## src/rtl/ltpi_data_channel_responder_if.sv

```systemverilog
// ltpi_data_channel_responder_if: request/response frames plus Avalon-MM host bus of the LTPI data-channel responder
//   master: responder side (consumes requests, produces responses, masters Avalon)
//   slave : environment side (frame receiver/transmitter and Avalon slave)
interface ltpi_data_channel_responder_if #(parameter int TAG_W = 4);
  logic             req_valid;
  logic             req_ready;
  logic [TAG_W-1:0] req_tag;
  logic [7:0]       req_cmd;
  logic [31:0]      req_addr;
  logic [3:0]       req_be;
  logic [31:0]      req_data;
  logic             resp_valid;
  logic             resp_ready;
  logic [TAG_W-1:0] resp_tag;
  logic [7:0]       resp_cmd;
  logic [1:0]       resp_status;
  logic [31:0]      resp_data;
  logic [31:0]      avm_address;
  logic             avm_read;
  logic             avm_write;
  logic [31:0]      avm_writedata;
  logic [3:0]       avm_byteenable;
  logic [31:0]      avm_readdata;
  logic             avm_readdatavalid;
  logic             avm_waitrequest;
  modport master (
    input  req_valid, req_tag, req_cmd, req_addr, req_be, req_data, resp_ready,
           avm_readdata, avm_readdatavalid, avm_waitrequest,
    output req_ready, resp_valid, resp_tag, resp_cmd, resp_status, resp_data,
           avm_address, avm_read, avm_write, avm_writedata, avm_byteenable
  );
  modport slave (
    output req_valid, req_tag, req_cmd, req_addr, req_be, req_data, resp_ready,
           avm_readdata, avm_readdatavalid, avm_waitrequest,
    input  req_ready, resp_valid, resp_tag, resp_cmd, resp_status, resp_data,
           avm_address, avm_read, avm_write, avm_writedata, avm_byteenable
  );
endinterface

```

## src/rtl/ltpi_data_channel_responder.sv

```systemverilog
// ltpi_data_channel_responder: executes LTPI read/write request frames on Avalon-MM and returns one response each
//   clk_i   : clock
//   reset_i : asynchronous active-high reset
//   bus     : request/response frames and Avalon host port (master modport)
//   busy_o  : FSM not idle
module ltpi_data_channel_responder #(
  parameter int TIMEOUT_CYCLES = 1024,
  parameter int TAG_W          = 4
) (
  input  logic                          clk_i,
  input  logic                          reset_i,
  ltpi_data_channel_responder_if.master bus,
  output logic                          busy_o
);
  typedef enum logic [1:0] {IDLE, ISSUE, WAIT_RD, RESP} state_t;
  localparam logic [7:0] CMD_RD = 8'h00;
  localparam logic [7:0] CMD_WR = 8'h01;
  localparam logic [1:0] ST_OK = 2'd0;
  localparam logic [1:0] ST_TO = 2'd1;
  localparam logic [1:0] ST_UNSUP = 2'd2;
  localparam int CW = $clog2(TIMEOUT_CYCLES + 1);
  localparam logic [CW-1:0] CNT_MAX = CW'(TIMEOUT_CYCLES - 1);
  state_t           state_q, state_d;
  logic [CW-1:0]    cnt_q, cnt_d;
  logic [TAG_W-1:0] tag_q, tag_d;
  logic [7:0]       cmd_q, cmd_d;
  logic [31:0]      addr_q, addr_d;
  logic [3:0]       be_q, be_d;
  logic [31:0]      wdata_q, wdata_d;
  logic [1:0]       status_q, status_d;
  logic [31:0]      rdata_q, rdata_d;
  logic             to_w;
  logic             sup_w;
  assign to_w  = cnt_q == CNT_MAX;
  assign sup_w = bus.req_cmd == CMD_RD || bus.req_cmd == CMD_WR;
  always_comb begin
    state_d  = state_q;
    cnt_d    = cnt_q;
    tag_d    = tag_q;
    cmd_d    = cmd_q;
    addr_d   = addr_q;
    be_d     = be_q;
    wdata_d  = wdata_q;
    status_d = status_q;
    rdata_d  = rdata_q;
    case (state_q)
      IDLE: if (bus.req_valid) begin
        tag_d    = bus.req_tag;
        cmd_d    = bus.req_cmd;
        addr_d   = bus.req_addr;
        be_d     = bus.req_be;
        wdata_d  = bus.req_data;
        cnt_d    = '0;
        rdata_d  = '0;
        status_d = sup_w ? ST_OK : ST_UNSUP;
        state_d  = sup_w ? ISSUE : RESP;
      end
      ISSUE: begin
        cnt_d = to_w ? cnt_q : cnt_q + 1'b1;
        // A read accepted by the slave still has to see its data before the deadline.
        if (!bus.avm_waitrequest && (cmd_q == CMD_WR || bus.avm_readdatavalid)) begin
          rdata_d = cmd_q == CMD_WR ? 32'h0 : bus.avm_readdata;
          state_d = RESP;
        end else if (to_w) begin
          status_d = ST_TO;
          state_d  = RESP;
        end else if (!bus.avm_waitrequest) state_d = WAIT_RD;
      end
      WAIT_RD: begin
        cnt_d = to_w ? cnt_q : cnt_q + 1'b1;
        if (bus.avm_readdatavalid) begin
          rdata_d = bus.avm_readdata;
          state_d = RESP;
        end else if (to_w) begin
          status_d = ST_TO;
          state_d  = RESP;
        end
      end
      default: if (bus.resp_ready) state_d = IDLE;
    endcase
  end
  always_ff @(posedge clk_i or posedge reset_i)
    if (reset_i) begin
      state_q  <= IDLE;
      cnt_q    <= '0;
      tag_q    <= '0;
      cmd_q    <= '0;
      addr_q   <= '0;
      be_q     <= '0;
      wdata_q  <= '0;
      status_q <= '0;
      rdata_q  <= '0;
    end else begin
      state_q  <= state_d;
      cnt_q    <= cnt_d;
      tag_q    <= tag_d;
      cmd_q    <= cmd_d;
      addr_q   <= addr_d;
      be_q     <= be_d;
      wdata_q  <= wdata_d;
      status_q <= status_d;
      rdata_q  <= rdata_d;
    end
  // Strobes decode straight from the state register so an asynchronous reset drops them at once.
  assign bus.avm_read       = state_q == ISSUE && cmd_q == CMD_RD;
  assign bus.avm_write      = state_q == ISSUE && cmd_q == CMD_WR;
  assign bus.avm_address    = addr_q;
  assign bus.avm_byteenable = be_q;
  assign bus.avm_writedata  = wdata_q;
  assign bus.req_ready      = state_q == IDLE && !reset_i;
  assign bus.resp_valid     = state_q == RESP;
  assign bus.resp_tag       = tag_q;
  assign bus.resp_cmd       = cmd_q;
  assign bus.resp_status    = status_q;
  assign bus.resp_data      = rdata_q;
  assign busy_o             = state_q != IDLE;
endmodule
```

## src/flat_wrapper.sv

```systemverilog
// flat-port wrapper written by rule: the top's interface ports become plain ports
module ltpi_data_channel_responder_flat 
#(
  parameter int TIMEOUT_CYCLES = 1024,
  parameter int TAG_W          = 4
)
  (clk_i, reset_i, busy_o, bus_req_valid, bus_req_tag, bus_req_cmd, bus_req_addr, bus_req_be, bus_req_data, bus_resp_ready, bus_avm_readdata, bus_avm_readdatavalid, bus_avm_waitrequest, bus_req_ready, bus_resp_valid, bus_resp_tag, bus_resp_cmd, bus_resp_status, bus_resp_data, bus_avm_address, bus_avm_read, bus_avm_write, bus_avm_writedata, bus_avm_byteenable);
  ltpi_data_channel_responder_if #(.TAG_W(TAG_W)) bus_i ();
  input  logic clk_i;
  input  logic reset_i;
  output logic busy_o;
  input wire logic [$bits(bus_i.req_valid)-1:0] bus_req_valid;
  input wire logic [$bits(bus_i.req_tag)-1:0] bus_req_tag;
  input wire logic [$bits(bus_i.req_cmd)-1:0] bus_req_cmd;
  input wire logic [$bits(bus_i.req_addr)-1:0] bus_req_addr;
  input wire logic [$bits(bus_i.req_be)-1:0] bus_req_be;
  input wire logic [$bits(bus_i.req_data)-1:0] bus_req_data;
  input wire logic [$bits(bus_i.resp_ready)-1:0] bus_resp_ready;
  input wire logic [$bits(bus_i.avm_readdata)-1:0] bus_avm_readdata;
  input wire logic [$bits(bus_i.avm_readdatavalid)-1:0] bus_avm_readdatavalid;
  input wire logic [$bits(bus_i.avm_waitrequest)-1:0] bus_avm_waitrequest;
  output wire logic [$bits(bus_i.req_ready)-1:0] bus_req_ready;
  output wire logic [$bits(bus_i.resp_valid)-1:0] bus_resp_valid;
  output wire logic [$bits(bus_i.resp_tag)-1:0] bus_resp_tag;
  output wire logic [$bits(bus_i.resp_cmd)-1:0] bus_resp_cmd;
  output wire logic [$bits(bus_i.resp_status)-1:0] bus_resp_status;
  output wire logic [$bits(bus_i.resp_data)-1:0] bus_resp_data;
  output wire logic [$bits(bus_i.avm_address)-1:0] bus_avm_address;
  output wire logic [$bits(bus_i.avm_read)-1:0] bus_avm_read;
  output wire logic [$bits(bus_i.avm_write)-1:0] bus_avm_write;
  output wire logic [$bits(bus_i.avm_writedata)-1:0] bus_avm_writedata;
  output wire logic [$bits(bus_i.avm_byteenable)-1:0] bus_avm_byteenable;
  assign bus_i.req_valid = bus_req_valid;
  assign bus_i.req_tag = bus_req_tag;
  assign bus_i.req_cmd = bus_req_cmd;
  assign bus_i.req_addr = bus_req_addr;
  assign bus_i.req_be = bus_req_be;
  assign bus_i.req_data = bus_req_data;
  assign bus_i.resp_ready = bus_resp_ready;
  assign bus_i.avm_readdata = bus_avm_readdata;
  assign bus_i.avm_readdatavalid = bus_avm_readdatavalid;
  assign bus_i.avm_waitrequest = bus_avm_waitrequest;
  assign bus_req_ready = bus_i.req_ready;
  assign bus_resp_valid = bus_i.resp_valid;
  assign bus_resp_tag = bus_i.resp_tag;
  assign bus_resp_cmd = bus_i.resp_cmd;
  assign bus_resp_status = bus_i.resp_status;
  assign bus_resp_data = bus_i.resp_data;
  assign bus_avm_address = bus_i.avm_address;
  assign bus_avm_read = bus_i.avm_read;
  assign bus_avm_write = bus_i.avm_write;
  assign bus_avm_writedata = bus_i.avm_writedata;
  assign bus_avm_byteenable = bus_i.avm_byteenable;
  ltpi_data_channel_responder #(.TIMEOUT_CYCLES(TIMEOUT_CYCLES), .TAG_W(TAG_W)) u_core (.clk_i(clk_i), .reset_i(reset_i), .bus(bus_i), .busy_o(busy_o));
endmodule
```

## config.mk

```make
export PLATFORM = sky130hd
export DESIGN_NAME = ltpi_data_channel_responder_flat
export DESIGN_NICKNAME = d
export VERILOG_FILES = /design/src/rtl/ltpi_data_channel_responder_if.sv /design/src/rtl/ltpi_data_channel_responder.sv /design/src/flat_wrapper.sv
export SDC_FILE = /design/constraint.sdc
export NUM_CORES = 1
export LEC_CHECK = 0
export ABC_AREA = 1
export ABC_CLOCK_PERIOD_IN_PS = 5300
export BUFFER_PORTS_ARGS = -buffer_cell sky130_fd_sc_hd__buf_4
export CAP_MARGIN = 20
export CORE_ASPECT_RATIO = 0.7
export CORE_MARGIN = 5
export CORE_UTILIZATION = 53
export CTS_BUF_LIST = sky130_fd_sc_hd__clkbuf_2
export DETAILED_ROUTE_END_ITERATION = 8
export PLACE_DENSITY = 0.87
export REMOVE_ABC_BUFFERS = 1
export SETUP_SLACK_MARGIN = 0.1
export SYNTH_ARGS = -nofsm -noshare
export SYNTH_HDL_FRONTEND = slang
export SYNTH_SLANG_ARGS = --single-unit
```

## constraint.sdc

```tcl
create_clock -name clk_i -period 5.3 [get_ports clk_i]
set_input_delay 0.265 -clock clk_i [delete_from_list [all_inputs] [get_ports clk_i]]
set_output_delay 0.265 -clock clk_i [all_outputs]
set_load 0.02 [all_outputs]
```

* After elaboration in Yosys (flattened, before gate mapping) *
Cells that the tools add are included.
W data, S select, Z words.

word-level totals
  output and inout port bits = 119
  word-level logic and storage cells = 68
  register bits after elaboration = 127

cells by class
  $add $sub $neg = 1
  mux-type cells = 23
  equal/unequal tests = 14
  reduce and logical (&&, ||, !) cells = 21

operators by type and width
  kind                     count
  $mux W32                 4
  $pmux W32 S3             1
  $mux W2                  13
  $mux W11                 2
  $pmux W11 S2             1
  $eq A8 B1 Y1 const B     2
  $logic_not A8 Y1         2
  $pmux W2 S3              2
  $reduce_and A4 Y1        3
  $add A11 B1 Y11 const B  1
  $eq A11 B10 Y1 const B   1
  $ne A2 B2 Y1 const B     5
  $eq A2 B2 Y1 const B     2
  $logic_and A1 B1 Y1      4
  $ne A4 B2 Y1 const B     1
  $reduce_bool A2 Y1       2
  $reduce_bool A4 Y1       1
  $ne A3 B2 Y1 const B     1
  $reduce_and A3 Y1        1
  $reduce_bool A3 Y1       1
  $eq A2 B1 Y1 const B     1
  $logic_not A1 Y1         2
  $logic_not A2 Y1         1
  $logic_or A1 B1 Y1       2
  3 further kinds          3

* Depth between registers and ports, before layout *
Gate-level depths: netlist of the first run.

  depth in word-level cells = 5
  depth in mapped cells = 11
  mapped depth without buffers = 11

* Worst setup path after synthesis of the first run *
Ideal clock, no wire load.

  kind = reg2out
  start = register u_core.state_q[1]
  end = output port bus_avm_read
  cell stages (with the launch flop) = 5
  path buffers = 0
  setup slack = 3.602 ns
  data required time = 5.035 ns
  arrival time = 1.433 ns
  cells stage by stage = dfrtp_1 -> inv_1 -> ha_1 -> nand2_1 -> nor4_1

on the way
  longest elaborated chain between the ends = 2

RTL lines
  item                    line                                source
  from (decl)             ltpi_data_channel_responder.sv:23   state_t state_q, state_d;
  from (signal assigned)  ltpi_data_channel_responder.sv:94   state_q <= state_d;
  $eq A2 B1 Y1            ltpi_data_channel_responder.sv:105  assign bus.avm_read = state_q == ISSUE && cmd_q == CMD_RD;
  $logic_and A1 B1 Y1     ltpi_data_channel_responder.sv:105
  to (decl)               flat_wrapper.sv:29                  output wire logic [$bits(bus_i.avm_read)-1:0] bus_avm_read;

Every way passes these cells.

* Worst setup path in the final report of the first run *
  start = register u_core.cmd_q[5] (netlist: u_core.bus.resp_cmd[5])
  end = register u_core.rdata_q[14] (netlist: u_core.bus.resp_data[14])

on the way
  longest elaborated chain between the ends = 5
  elaborated cells on any way between the ends = 8
  those cells by class = eq/ne (2); mux (3); reduce/logical (3)

RTL lines
  item                         line                                                                  source
  from (decl)                  ltpi_data_channel_responder.sv:26                                     logic [7:0] cmd_q, cmd_d;
  from (signal assigned)       ltpi_data_channel_responder.sv:97                                     cmd_q <= cmd_d;
  $eq A8 B1 Y1 (*)             ltpi_data_channel_responder.sv:61, ltpi_data_channel_responder.sv:62
  $logic_or A1 B1 Y1           ltpi_data_channel_responder.sv:61                                     if (!bus.avm_waitrequest && (cmd_q == CMD_WR || bus.avm_readdatavalid)) begin
  $logic_and A1 B1 Y1          ltpi_data_channel_responder.sv:61
  $ne A2 B1 Y1 (no line)       n/a
  $reduce_and A4 Y1 (no line)  n/a
  to (signal assigned)         ltpi_data_channel_responder.sv:102                                    rdata_q <= rdata_d;
  to (decl)                    ltpi_data_channel_responder.sv:31                                     logic [31:0] rdata_q, rdata_d;

Every way passes the cells marked *; elsewhere a longest branch is shown, timed or not. The select of a mux whose other input is x is not followed.
A chain may end at the register's enable or synchronous reset.

==> impl_metrics.yaml, run 1 <==
clocking:
  numCtsBuffers: 17
  cts_buffer_depth: 2
  numClockSinks: 127
  cts_setup_buffers: 0
  insertion_delay_ns: 0.71
  clk_pin_slew_ns: 0.22
  cts_tree: "built"
  cts_max_level: 4
  cts_root_buf: "clkbuf_2"
worst_hold_path:
  hold_depth: 6
  min_to: "u_core.state_q[1]"
  hold_path_class: "input port to flop"
  worstHoldStart: "bus_resp_ready"
pwr:
  swShare_pct: 45.9
  combinationalPowerShare_pct: 54.0
  p_sw_mw: 2.36
  p_seq_share_pct: 32.3
  p_int_mw: 2.79
  ir_worst_vdd_mv: 0.392
  power_density_nw_per_um2: 579
  clkPwrFrac_pct: 13.7
  p_leak_nw: 4.49
critical_path:
  critical_path_class: "flop to flop"
  critPathMaxStageDelay_ns: 0.94
  reg2reg_slack_ns: 2.07
  worst-endpoint-required_ns: 5.87
  cp_common_cell: "nand2_1"
  cp_slowest_cell: "nand2_1"
  reg2reg_depth: 10
  cp_num_buf_inv: 1
  r2r-end: "u_core.bus.resp_data[14]"
  cp_cell_sequence: "inv_1 -> nand2_1 -> nor2_1 -> nand2_1 -> nand2_1 -> nand2_1 -> nand2_1 -> nand2_1 -> nand2_1 -> nand2_1"
  crit_arrival_ns: 3.79
  cp-end-kind: "flop"
  cp_max_fo: 33
  worstSetupStartpointType: "flop"
  timing.rr.start: "u_core.bus.resp_cmd[5]"
  cp-startpoint: "u_core.bus.resp_cmd[5]"
  path_delay_family: "simple AND/OR/NAND/NOR gates"
timing:
  finalCritPeriodShare_pct: 60.9
  hold_viol: 0
  worst_slew_pin_slew_ns: 1.11
  finalSetupViolCount: 0
  tns_ns: 0
  drv_slew: 0
  max_freq_mhz: 310
  relSlewSlack_pct: 25.9
  period_minus_slack_ns: 3.23
  rsz0062_at_grt: "no"
  skew_ns: 0.0511
yosys:
  ys.warnings.count: 0
  synth.area.top_cells: "dfrtp_1 (57%), mux2_2 (14%), nand2_1 (10%)"
  avgSynthCellArea_um2: 10.1
  seq_area_frac_synth_pct: 56.7
  synth_area_um2: 5600
  synth_top_cell_by_area: "dfrtp_1"
  yosysTopAreaCellShare_pct: 56.7
  synth_cells: 556
  synth_cell_types: 28
  ys_ff_latch: 127
  synth_enable_flop_cells: 0
  synth_top_flop_cell: "dfrtp_1"
  async_reset_ff_share_pct: 100
drt:
  via_count: 5756
  wl_um: 22100
  drc: 0
  drtIter0Drc: 449
  routed_via_density: 5.50
  drt_pass1_iterations: 5
  wl_per_cell_um: 21.1
  drtAntennaViolNets: 0
floorplanning:
  die_w_um: 133
  rows: 31
  core_um2: 10400
  die_h_um: 96.0
  die_area_um2: 12800
  io_pins: 237
  start_util_pct: 54.1
cells_and_area:
  utilization_pct: 85.8
  final_nets: 1022
  layout-drive-gt1-share_pct: 38.8
  area_growth_pct: 58.5
  layout_common_cells: "buf_4 (238), nand2_1 (153), dfrtp_1 (127), dlygate4sd3_1 (114), mux2_2 (72)"
  final_common_cell: "buf_4"
global_route:
  grt_first_pass_wirelength_um: 33300
  grt_pass1_vias: 6058
  grt_max_degree: 89
  antenna_found_initial: 1
  gr-total-overflow: 0
  track_usage_pct: 34.0
placement:
  dpl.hpwl_um: 11800
  port_buffers: 236
  globalplace.congestion: 0.886
flow_run:
  drv_cap: 0
run_status:
  status: "completed"
==> through the flow <==
stage	hold WS, ns	total power, mW	instances	instance area [um2]	setup WS [ns]
global placement	0.421	4.04	896	7430	1.87
CTS	0.00737	4.90	1042	8840	1.63
floorplan	0.416	3.12	526	5460	1.65
global route	0.00177	5.40	1045	8880	1.73
finish	0.0269	5.15	1046	8880	2.07
detailed placement	0.437	4.15	896	7430	1.69
==> power by group through the flow <==
| stage | Combinational, mW | Clock, mW | Sequential, mW |
|---|---|---|---|
| after detailed placement | 2.55 | 0 | 1.60 |
| after global placement | 2.47 | 0 | 1.57 |
| after global routing | 2.96 | 0.746 | 1.69 |
| final | 2.78 | 0.706 | 1.66 |
| after floorplan | 1.11 | 0 | 2.01 |
| after CTS | 2.63 | 0.683 | 1.59 |
==> state kept, by name, indices dropped and copies added (netlist names) <==
name	count
u_core.bus.avm_address	32
u_core.bus.avm_writedata	32
u_core.bus.resp_data	32
u_core.cnt_q	11
u_core.bus.resp_cmd	8
u_core.bus.avm_byteenable	4
u_core.bus.resp_tag	4
u_core.bus.resp_status	2
u_core.state_q	2
==> routing by layer <==
layer  GRT usage [%]  vias up  routed length, um
li1                -     2521                  -
met1            39.8     2813               8100
met2            59.8      364              11200
met3            11.5       58               2110
met4            10.8        0                647
met5               0        -                  0
==> worst max-delay path by stage <==
stage                     slack (ns)                        end  depth (start not counted)
after global routing            1.73   u_core.bus.resp_data[27]                         10
after detailed placement        1.69    u_core.bus.resp_data[8]                          9
after floorplan                 1.65  u_core.bus.avm_address[0]                          1
final                           2.07   u_core.bus.resp_data[14]                         10
after global placement          1.87   u_core.bus.resp_data[26]                          9
after CTS                       1.63   u_core.bus.resp_data[14]                          9
==> Yosys cell counts, types with 2 or more instances <==
| cell type | instances |
|---|---|
| nor2_2 | 2 |
| buf_1 | 4 |
| nand3_1 | 42 |
| buf_2 | 16 |
| ha_1 | 5 |
| xor2_1 | 4 |
| inv_1 | 26 |
| dfrtp_1 | 127 |
| mux2_2 | 72 |
| clkbuf_1 | 9 |
| nand3b_1 | 2 |
| o21ai_0 | 13 |
| inv_2 | 2 |
| nand2_2 | 2 |
| nand2_1 | 154 |
| o21ai_1 | 2 |
| a21oi_1 | 36 |
| nor2_1 | 25 |
| nand4_1 | 4 |
==> worst reg2reg max path, cell delays in order (launching register included) <==
cell,delay (ns)
dfrtp_1,0.48
inv_1,0.09
nand2_1,0.08
nor2_1,0.13
nand2_1,0.11
nand2_1,0.10
nand2_1,0.05
nand2_1,0.76
nand2_1,0.94
nand2_1,0.26
nand2_1,0.09
==> area by class of cell <==
cell class	instances	area, um2
repair buffers	354	2970
flip-flops and latches	127	3180
multi-input cells	371	2190
well taps	132	165
fillers	501	1470
clock inverters	11	164
diodes	2	5.00
inverters	28	108
clock buffers	21	105
==> kinds of logic (layout without fill, tap and decap cells) <==
family | after synthesis | in the layout | share of synthesized area [%]
AOI/OAI and AO/OA | 56 | 56 | 5.43
other | 0 | 2 | 0
and+or+nand+nor | 234 | 234 | 17.3
muxes | 72 | 72 | 14.5
DFF | 127 | 127 | 56.7
buffers and inverters | 58 | 414 | 4.38
xor gates and xnor gates | 4 | 4 | 0.625
adders and majority gates | 5 | 5 | 1.12
==> repair_timing <==
action | in CTS | in global routing
resized for setup | 0 | 0
endpoints found under the hold margin | 169 | 0
endpoints found under the setup margin | 0 | 0
hold buffers | 114 | 0
(Power assumes the default switching activity.)
==> inputs of run 2 (changes only) <==
ABC_AREA = 0   (was 1)
ABC_CLOCK_PERIOD_IN_PS = 2600   (was 5300)
CORE_UTILIZATION = 44   (was 53)
PLACE_DENSITY = 0.78   (was 0.87)
clock period = 2.6 ns   (was 5.3 ns; I/O delays follow)
==> run 2 against run 1 <==
Net effect:
- die area grew 14%
- setup slack got worse by 1.8 ns
- synthesized cell count shrank 30%
- largest power group unchanged
- critical path depth down 4
- power rose by 100%
- fmax up 38%
- clock power grew 78%
- worst hold slack improved by 0.073 ns
- count of clock-buffer cells in the layout down 4
==> impl_metrics.yaml, run 2 <==
run_status:
  status: "completed"
timing:
  hold_viol: 0
  skew_ns: 0.0325
  max_freq_mhz: 426
  period_minus_slack_ns: 2.35
  worst_slew_pin_slew_ns: 0.765
  holdWs_ns: 0.0996
  relSlewSlack_pct: 49.0
  finalCritPeriodShare_pct: 90.3
  drv_slew: 0
  rsz0062_at_grt: "no"
  finalSetupViolCount: 0
critical_path:
  cp_cell_sequence: "nor4_4 -> a31oi_2 -> a2111oi_4 -> buf_12 -> and2b_2 -> a31o_2"
  worstSetupStartpointType: "flop"
  crit_arrival_ns: 2.93
  worst-endpoint-required_ns: 3.18
  cp-end-kind: "flop"
  reg2reg_depth: 6
  critPathMaxStageDelay_ns: 0.47
  critical_path_class: "flop to flop"
  cp_max_fo: 64
  cp_slowest_cell: "dfrtp_1"
clocking:
  cts_max_level: 4
  numCtsBuffers: 17
  insertion_delay_ns: 0.67
  clk_pin_slew_ns: 0.21
  cts_setup_buffers: 0
  numClockSinks: 127
  cts_buffer_depth: 2
  cts_root_buf: "clkbuf_2"
  cts_tree: "built"
cells_and_area:
  post-route-cell-area_um2: 8770
  layout_common_cells: "buf_4 (241), dfrtp_1 (127), dlygate4sd3_1 (116), mux2_2 (81), nor2b_1 (26)"
  final_common_cell: "buf_4"
  layout-drive-gt1-share_pct: 51.9
  area_growth_pct: 62.8
  final_nets: 873
yosys:
  yosysTopAreaCellShare_pct: 59.0
  yosys.area_share.simple_pct: 9.13
  ys_ff_latch: 127
  synth_top_family_by_area: "multiplexers"
  synth_cell_types: 43
  ys.warnings.count: 0
  synth_xor_area_share_pct: 1.30
  async_reset_ff_share_pct: 100
  synth_area_um2: 5390
  synth_top_cell_by_area: "dfrtp_1"
  synth_enable_flop_cells: 0
  synth.area.top_cells: "dfrtp_1 (59%), mux2_2 (17%), a31o_2 (3.7%)"
  synth_cells: 389
  netlist_top_cells_count: "dfrtp_1 (127), mux2_2 (81), nor2b_1 (26), a31o_2 (23), nor2_1 (15)"
  muxShareOfSynthArea_pct: 17.1
  seq_area_frac_synth_pct: 59.0
  avgSynthCellArea_um2: 13.9
  synth_compound_area_share_pct: 9.03
  yosysMostFrequentCell: "dfrtp_1"
  synth_top_flop_cell: "dfrtp_1"
  synth_adder_area_share_pct: 1.16
drt:
  wl_met2_um: 9150
  top_layer: "met4"
  drtAntennaViolNets: 0
  drc: 0
  wl_met1_um: 6620
  via_count: 4588
  drtIter0Drc: 154
  wl_per_cell_um: 19.2
  wl_met3_um: 1680
  routed_via_density: 4.97
  wl_um: 17700
  drt_pass1_iterations: 4
placement:
  globalplace.congestion: 0.944
  dpl.hpwl_um: 11200
  placed_area_um2: 7340
  port_buffers: 236
pwr:
  power_density_nw_per_um2: 1180
  total_power_mw: 10.4
  ir_worst_vdd_mv: 0.719
  p_leak_nw: 4.20
floorplanning:
  die_h_um: 103
  core_um2: 11900
  rows: 33
  die_w_um: 142
  io_pins: 237
  die_area_um2: 14600
  start_util_pct: 45.5
global_route:
  gr-total-overflow: 0
  antenna_found_initial: 3
  grt_first_pass_wirelength_um: 27400
  grt_pass1_vias: 5173
  track_usage_pct: 24.6
  grt_max_degree: 65
flow_run:
  drv_cap: 0
worst_hold_path:
  hold_path_class: "input port to flop"
  hold_depth: 5
run 2: layout make-up:
class / instances / area, um2
well taps: 157 / 196
fillers: 734 / 3080
clock buffers: 17 / 85.1
repair buffers: 361 / 3050
inverters: 9 / 36.3
diodes: 4 / 10.0
clock inverters: 15 / 163
flip-flops and latches: 127 / 3180
multi-input cells: 234 / 2050
run 2: power by group:
group | internal [mW] | switching [mW] | leakage (nW) | total, mW
clock | 0.451 | 0.811 | 0.137 | 1.26
sequential | 2.88 | 0.626 | 1.58 | 3.51
combinational | 2.66 | 2.94 | 2.49 | 5.60
run 2: logic make-up after synthesis:
family,Yosys count
simple gates,83
buf+inv,28
fa+ha+maj,5
flops,127
compound gates,56
mux,82
xor+xnor,8
run 2: timing repair:
action	4_1_cts	5_1_grt
hold buffers	116	0
resized for setup	0	2
hold endpoints to repair	172	0
setup endpoints to repair	0	1
run 2: per-layer routing:
layer	vias up	global-route usage, %
li1	2123	-
met5	-	0
met2	180	44.4
met4	0	7.45
met1	2262	26.9
met3	23	10.1
run 2: metrics by stage:
stage	setup slack (ns)	util [%]	TNS, ns	instances
after floorplan	-0.914	-	-169.78	370
after global placement	0.382	62.0	0	772
after detailed placement	0.296	62.0	0	772
after CTS	0.128	73.9	0	920
after global routing	0.124	74.0	0	924
final	0.253	74.0	0	924
run 2: critical path, delay by kind of cell (launching register included):
family / cells / cell delay (ns)
compound gates: 3 / 0.84
simple gates: 2 / 0.64
flops: 1 / 0.47
buf+inv: 1 / 0.29
run 2: path summary, 6_finish.rpt:
kind	slack (ns)	endpoint	start
max	0.25	u_core.bus.resp_data[29]	u_core.bus.resp_cmd[4]
min	0.1	u_core.cnt_q[1]	bus_req_valid
max reg2reg	0.25	u_core.bus.resp_data[29]	u_core.bus.resp_cmd[4]
min reg2reg	0.54	u_core.bus.avm_byteenable[0]	u_core.bus.avm_byteenable[0]
max in group asynchronous	1.76	u_core.bus.resp_data[7]	reset_i
min in group asynchronous	0.14	u_core.bus.resp_tag[0]	reset_i
